### config.mk
export PLATFORM = sky130hd
export DESIGN_NAME = nibble_serial_add_ctrl
export DESIGN_NICKNAME = d
export VERILOG_FILES = /design/src/rtl/nibble_add_pkg.sv /design/src/rtl/parallel_4_bit_adder.sv /design/src/rtl/nibble_serial_add_ctrl.sv
export SDC_FILE = /design/constraint.sdc
export NUM_CORES = 1
export LEC_CHECK = 0
export ABC_AREA = 1
export CAP_MARGIN = 20
export CELL_PAD_IN_SITES_DETAIL_PLACEMENT = 1
export CELL_PAD_IN_SITES_GLOBAL_PLACEMENT = 2
export CORE_MARGIN = 3
export CORE_UTILIZATION = 30
export DETAILED_ROUTE_END_ITERATION = 10
export PLACE_DENSITY_LB_ADDON = 0.1
export SYNTH_ARGS = -nofsm -noshare
export SYNTH_HDL_FRONTEND = slang
export SYNTH_SLANG_ARGS = --single-unit
### constraint.sdc
create_clock -name clk -period 3.8 [get_ports clk]
set_input_delay 0.57 -clock clk [delete_from_list [all_inputs] [get_ports clk]]
set_output_delay 0.57 -clock clk [all_outputs]
set_load 0.01 [all_outputs]
### src/rtl/nibble_add_pkg.sv
//==============================================================================
// Module      : nibble_add_pkg
// Description : Shared state encodings and helper functions for the
//               nibble-serial add/subtract sequencer.
// Revision    : 1.0 - initial release
//==============================================================================
`default_nettype none

package nibble_add_pkg;

  // Width of one adder slice
  localparam int c_nib_bits = 4;

  // Sequencer states
  typedef enum logic [1:0] {
    IDLE = 2'd0,
    RUN  = 2'd1,
    DONE = 2'd2
  } state_t;

  // Index width needed to count 0..nib-1 (at least one bit)
  function automatic int nib_w(input int nib);
    return (nib > 1) ? $clog2(nib) : 1;
  endfunction

endpackage

`default_nettype wire

### src/rtl/parallel_4_bit_adder.sv
//==============================================================================
// Module      : parallel_4_bit_adder
// Description : Purely combinational 4-bit ripple-carry adder.
// Revision    : 1.0 - initial release
//==============================================================================
`default_nettype none

module parallel_4_bit_adder (
  input  logic [3:0] a,
  input  logic [3:0] b,
  input  logic       cin,
  output logic [3:0] sum,
  output logic       cout
);

  logic [4:0] w_c;

  assign w_c[0] = cin;

  // One full adder per bit, carry rippling upward
  generate
    for (genvar g = 0; g < 4; g++) begin : g_fa
      assign sum[g]   = a[g] ^ b[g] ^ w_c[g];
      assign w_c[g+1] = (a[g] & b[g]) | (w_c[g] & (a[g] ^ b[g]));
    end
  endgenerate

  assign cout = w_c[4];

endmodule

`default_nettype wire

### src/rtl/nibble_serial_add_ctrl.sv
//==============================================================================
// Module      : nibble_serial_add_ctrl
// Description : Adds or subtracts WIDTH-bit operands through one shared 4-bit
//               adder, one nibble per clock, LSB nibble first, with
//               valid/ready handshakes on the operand and result sides.
// Revision    : 1.0 - initial release
//==============================================================================
`default_nettype none

module nibble_serial_add_ctrl
  import nibble_add_pkg::*;
#(
  parameter int WIDTH = 16
) (
  input  logic             clk,
  input  logic             rst,
  input  logic             in_valid,
  output logic             in_ready,
  input  logic [WIDTH-1:0] a,
  input  logic [WIDTH-1:0] b,
  input  logic             cin,
  input  logic             sub,
  output logic             out_valid,
  input  logic             out_ready,
  output logic [WIDTH-1:0] sum,
  output logic             cout,
  output logic             overflow,
  output logic             busy
);

  localparam int NIB   = WIDTH / c_nib_bits;
  localparam int NIB_W = nib_w(NIB);
  localparam int MSB   = WIDTH - 1;
  localparam logic [NIB_W-1:0] c_last_idx = NIB_W'(NIB - 1);

  state_t           r_state;
  logic [NIB_W-1:0] r_idx;
  logic             r_carry;
  logic [WIDTH-1:0] r_a;
  logic [WIDTH-1:0] r_b;
  logic [WIDTH-1:0] r_sum;
  logic             r_cout;
  logic             r_ovf;
  logic             r_in_ready;
  logic             r_out_valid;
  logic             r_busy;

  logic [3:0]       w_a_nibs [NIB];
  logic [3:0]       w_b_nibs [NIB];
  logic [3:0]       w_a_nib;
  logic [3:0]       w_b_nib;
  logic [3:0]       w_nib_sum;
  logic             w_nib_cout;
  logic             w_accept;
  logic             w_step;
  logic             w_last;

  // Split the held operands into nibbles for the adder input muxes
  generate
    for (genvar g = 0; g < NIB; g++) begin : g_nib_split
      assign w_a_nibs[g] = r_a[g*c_nib_bits +: c_nib_bits];
      assign w_b_nibs[g] = r_b[g*c_nib_bits +: c_nib_bits];
    end
  endgenerate

  assign w_a_nib = w_a_nibs[r_idx];
  assign w_b_nib = w_b_nibs[r_idx];

  parallel_4_bit_adder u_adder (
    .a    (w_a_nib),
    .b    (w_b_nib),
    .cin  (r_carry),
    .sum  (w_nib_sum),
    .cout (w_nib_cout)
  );

  assign w_accept = (r_state == IDLE) && in_valid;
  assign w_step   = (r_state == RUN);
  assign w_last   = w_step && (r_idx == c_last_idx);

  // Sequencer: state, nibble index and registered handshake/status outputs
  always_ff @(posedge clk or posedge rst) begin
    if (rst) begin
      r_state     <= IDLE;
      r_idx       <= '0;
      r_in_ready  <= 1'b1;
      r_out_valid <= 1'b0;
      r_busy      <= 1'b0;
    end else begin
      case (r_state)
        IDLE: begin
          if (in_valid) begin
            r_state    <= RUN;
            r_idx      <= '0;
            r_in_ready <= 1'b0;
            r_busy     <= 1'b1;
          end
        end
        RUN: begin
          // Index holds at the last nibble rather than wrapping
          if (r_idx == c_last_idx) begin
            r_state     <= DONE;
            r_out_valid <= 1'b1;
          end else begin
            r_idx <= r_idx + NIB_W'(1);
          end
        end
        DONE: begin
          if (out_ready) begin
            r_state     <= IDLE;
            r_out_valid <= 1'b0;
            r_in_ready  <= 1'b1;
            r_busy      <= 1'b0;
          end
        end
        default: begin
          r_state     <= IDLE;
          r_idx       <= '0;
          r_out_valid <= 1'b0;
          r_in_ready  <= 1'b1;
          r_busy      <= 1'b0;
        end
      endcase
    end
  end

  // Datapath: capture operands on acceptance, then accumulate one nibble per cycle
  always_ff @(posedge clk or posedge rst) begin
    if (rst) begin
      r_a     <= '0;
      r_b     <= '0;
      r_carry <= 1'b0;
      r_sum   <= '0;
      r_cout  <= 1'b0;
      r_ovf   <= 1'b0;
    end else if (w_accept) begin
      // Subtraction is a + ~b + 1: invert b once and seed the carry with 1
      r_a     <= a;
      r_b     <= sub ? ~b : b;
      r_carry <= sub | cin;
    end else if (w_step) begin
      r_carry <= w_nib_cout;
      for (int i = 0; i < NIB; i++) begin
        if (r_idx == NIB_W'(i)) begin
          r_sum[i*c_nib_bits +: c_nib_bits] <= w_nib_sum;
        end
      end
      if (w_last) begin
        r_cout <= w_nib_cout;
        // Same-sign inputs producing an opposite-sign result overflowed
        r_ovf  <= (r_a[MSB] == r_b[MSB]) && (w_nib_sum[3] != r_a[MSB]);
      end
    end
  end

  assign in_ready  = r_in_ready;
  assign out_valid = r_out_valid;
  assign busy      = r_busy;
  assign sum       = r_sum;
  assign cout      = r_cout;
  assign overflow  = r_ovf;

endmodule

`default_nettype wire

==> results by group <==
Die
  – Die Y: 101 µm
  – Starting density of the core: 31.0%
  – Die Width: 101 µm
  – Boundary Pins: 59
  – # rows: 34
  – Die ar.: 10200 µm²
  – Core Region: 8760 µm²

Routing
  – Initial DRC Count: 58
  – DR WL/cell: 14.1 µm
  – DRC: 0
  – Antenna Violating Nets Remaining: 0
  – Drt pass-1 iters: 4
  – Vias per cell: 4.59
  – Vias post-DR: 2225
  – Detailed-route wire length: 6.83 mm

Placed design
  – Placed cell areas: 3400 µm²
  – DP Wirelength: 5.11 mm
  – Place WS: 0.690 ns
  – RePlAce Congestion: 0.765
  – Port Buf Inserts: 58
  – Placed instance count: 469

Power
  – IR drop worst, VDD: 0.000203 V
  – Pleak: 1.67 nW
  – Pwr Density: 869 nW/µm²
  – Total power: 3.13 mW

Timing
  – Final slew viol count: 0
  – Final min period: 3.11 ns
  – Slew HR: 42.4%
  – Worst slew pin tran: 0.861 ns
  – Worst Setup Slack, final: 0.685 ns
  – Tcrit/Tclk final: 82.0%
  – Final setup TNS: 0 ns
  – Final Hold Fails: 0
  – Hold_ws: 0.464 ns
  – # setup viols final: 0
  – RSZ-0062 raised after global routing: false
  – Final setup skew: 0.00921 ns
  – Max frequency: 0.321 GHz

Logic synthesis
  – Mapped Cells: 311
  – Syn avg cell area: 8.75 µm²
  – Warning count from the yosys run: 0
  – Register bit total from synthesis: 58
  – Synth unique cells: 24
  – Synth Net Count: 357
  – Seq/Total Area, Yosys: 53.4%
  – Synthesized area: 2720 µm²

GRT
  – First-pass GRT wire length: 11.5 mm
  – Tot GR Track Use: 14.5%
  – Total gr overflow: 0
  – Initial antenna violation count: 0
  – Vias in the first global route: 2250
  – Largest net degree at the start of global routing: 30

Clock tree
  – # Post-CTS Setup Buffers: 0
  – Clock sink count: 58
  – Clock Latency Late Sink: 0.33 ns
  – Clk buf depth: 2
  – Reg clk slew, reported paths: 0.07 ns
  – Post-CTS Hold Buffers: 0
  – H-Tree Depth: 3
  – Post_cts resized: 0
  – CTS tree: done
  – Root Buffer: clkbuf_8
  – CTS buffer count: 9

Final layout
  – Area delta synth->final: 32.3%
  – Finished Core Util: 41.1%
  – Final Cell Area: 3600 µm²
  – Most frequent cells in the layout: nand2_1 (117), clkdlybuf4s50_1 (58), dfrtp_1 (57)
  – Final net count: 418
  – # diodes: 0
  – Finished Layout Cells: 485
  – Most common cell after layout, fill and taps aside: nand2_1
  – Layout cell share with drive strength beyond 1: 6.63%

Critical path
  – Setup crit start: r_idx[1]
  – Crit path DAT: 3.39 ns
  – Setup CP Type: reg2reg
  – Critical Path Sink: overflow
  – Worst EP required: 4.08 ns
  – Crit-path max FO: 14
  – FF-to-FF Start: r_idx[1]
  – Critical Path Source Type: flip-flop
  – Reg-to-reg slack, setup: 0.69 ns
  – FF-to-FF End: overflow
  – Worst r2r path cells: 13
  – CP endpoint kind: flip-flop

Run status
  – Run status: completed

Job
  – Number of max-cap violations: 0

Min path
  – Worst hold path type: reg2reg
  – Beginning of the worst hold path: in_ready
==> routing by layer <==
layer,GRT usage (%),up-vias,share of wire (%),wire [µm]
li1,-,1114,-,-
met4,6.13,0,1.7,114
met3,3.31,9,4.2,290
met1,20.1,1060,48,3310
met2,21.8,42,46,3120
met5,0,-,0,0
==> final cells by class <==
cell class                      count  area (µm²)
Timing Repair Buffer               63         618
Inverter                           16        60.1
Clock buffer                       14         163
Fill cell                        1055        5160
Clock inverter                      2        35.0
Multi-Input combinational cell    224        1130
Sequential cell                    58        1450
Tap cell                          108         135
==> kinds of logic (layout without fill, tap and decap cells) <==
logic type	count (synthesis)	in the layout	share of synthesized area, %
flip-flops	58	58	53.4
AO/OA/AOI/OAI	59	59	11.1
adder cells (fa/ha/maj)	8	8	4.78
AND/OR/NAND/NOR	141	141	20.7
buffers and inverters	29	95	4.88
XOR/XNOR	16	16	5.15
==> worst min-delay path by stage <==
stage | end | slack [ns] | depth (start not counted)
3_3_place_gp | in_ready | 0.45 | 2
2_1_floorplan | r_a[10] | 0.44 | 2
4_1_cts | in_ready | 0.47 | 2
6_report | in_ready | 0.46 | 2
3_5_place_dp | in_ready | 0.46 | 2
5_1_grt | busy | 0.50 | 2
==> critical path: stages, from the launching register on <==
cell     delay, ns
dfrtp_1       0.61
inv_1         0.26
o21ai_0       0.13
o22ai_1       0.11
fa_1          0.39
inv_1         0.08
fa_1          0.17
inv_1         0.05
fa_1          0.35
inv_1         0.07
fa_1          0.48
o21ai_0       0.20
nand3_1       0.10
nand2_1       0.06
==> report_power, final <==
group	internal (mW)	leakage (nW)	switching, mW	total [mW]
Sequential	0.917	0.721	0.198	1.11
Combinational	0.596	0.849	0.838	1.43
Clock	0.339	0.101	0.241	0.579
Total	1.85	1.67	1.28	3.13
==> synthesized netlist by cell type <==
cell	number	area, µm²
nand3b_1	1	7.51
buf_4	4	30.0
ha_1	4	50.1
o22ai_1	4	25.0
nand3_2	1	10.0
nor2_1	12	45.0
buf_2	7	35.0
o21ai_1	1	5.00
fa_1	4	80.1
a21oi_1	4	20.0
nor2_4	1	11.3
o21a_1	1	7.51
nand2_1	117	439
inv_1	13	48.8
nand4_1	2	12.5
dfstp_2	1	26.3
clkbuf_1	2	7.51
nand2_2	1	6.26
inv_2	2	7.51
clkinv_1	1	3.75
dfrtp_1	57	1430
nand3_1	6	30.0
o21ai_0	49	245
xnor2_1	16	140
==> registers in the layout (all words and copies together), names as in the netlist <==
name       flops
r_a           16
r_b           16
sum           16
r_idx          2
r_state        2
busy           1
cout           1
in_ready       1
out_valid      1
overflow       1
r_carry        1
(Power assumes the default switching activity.)
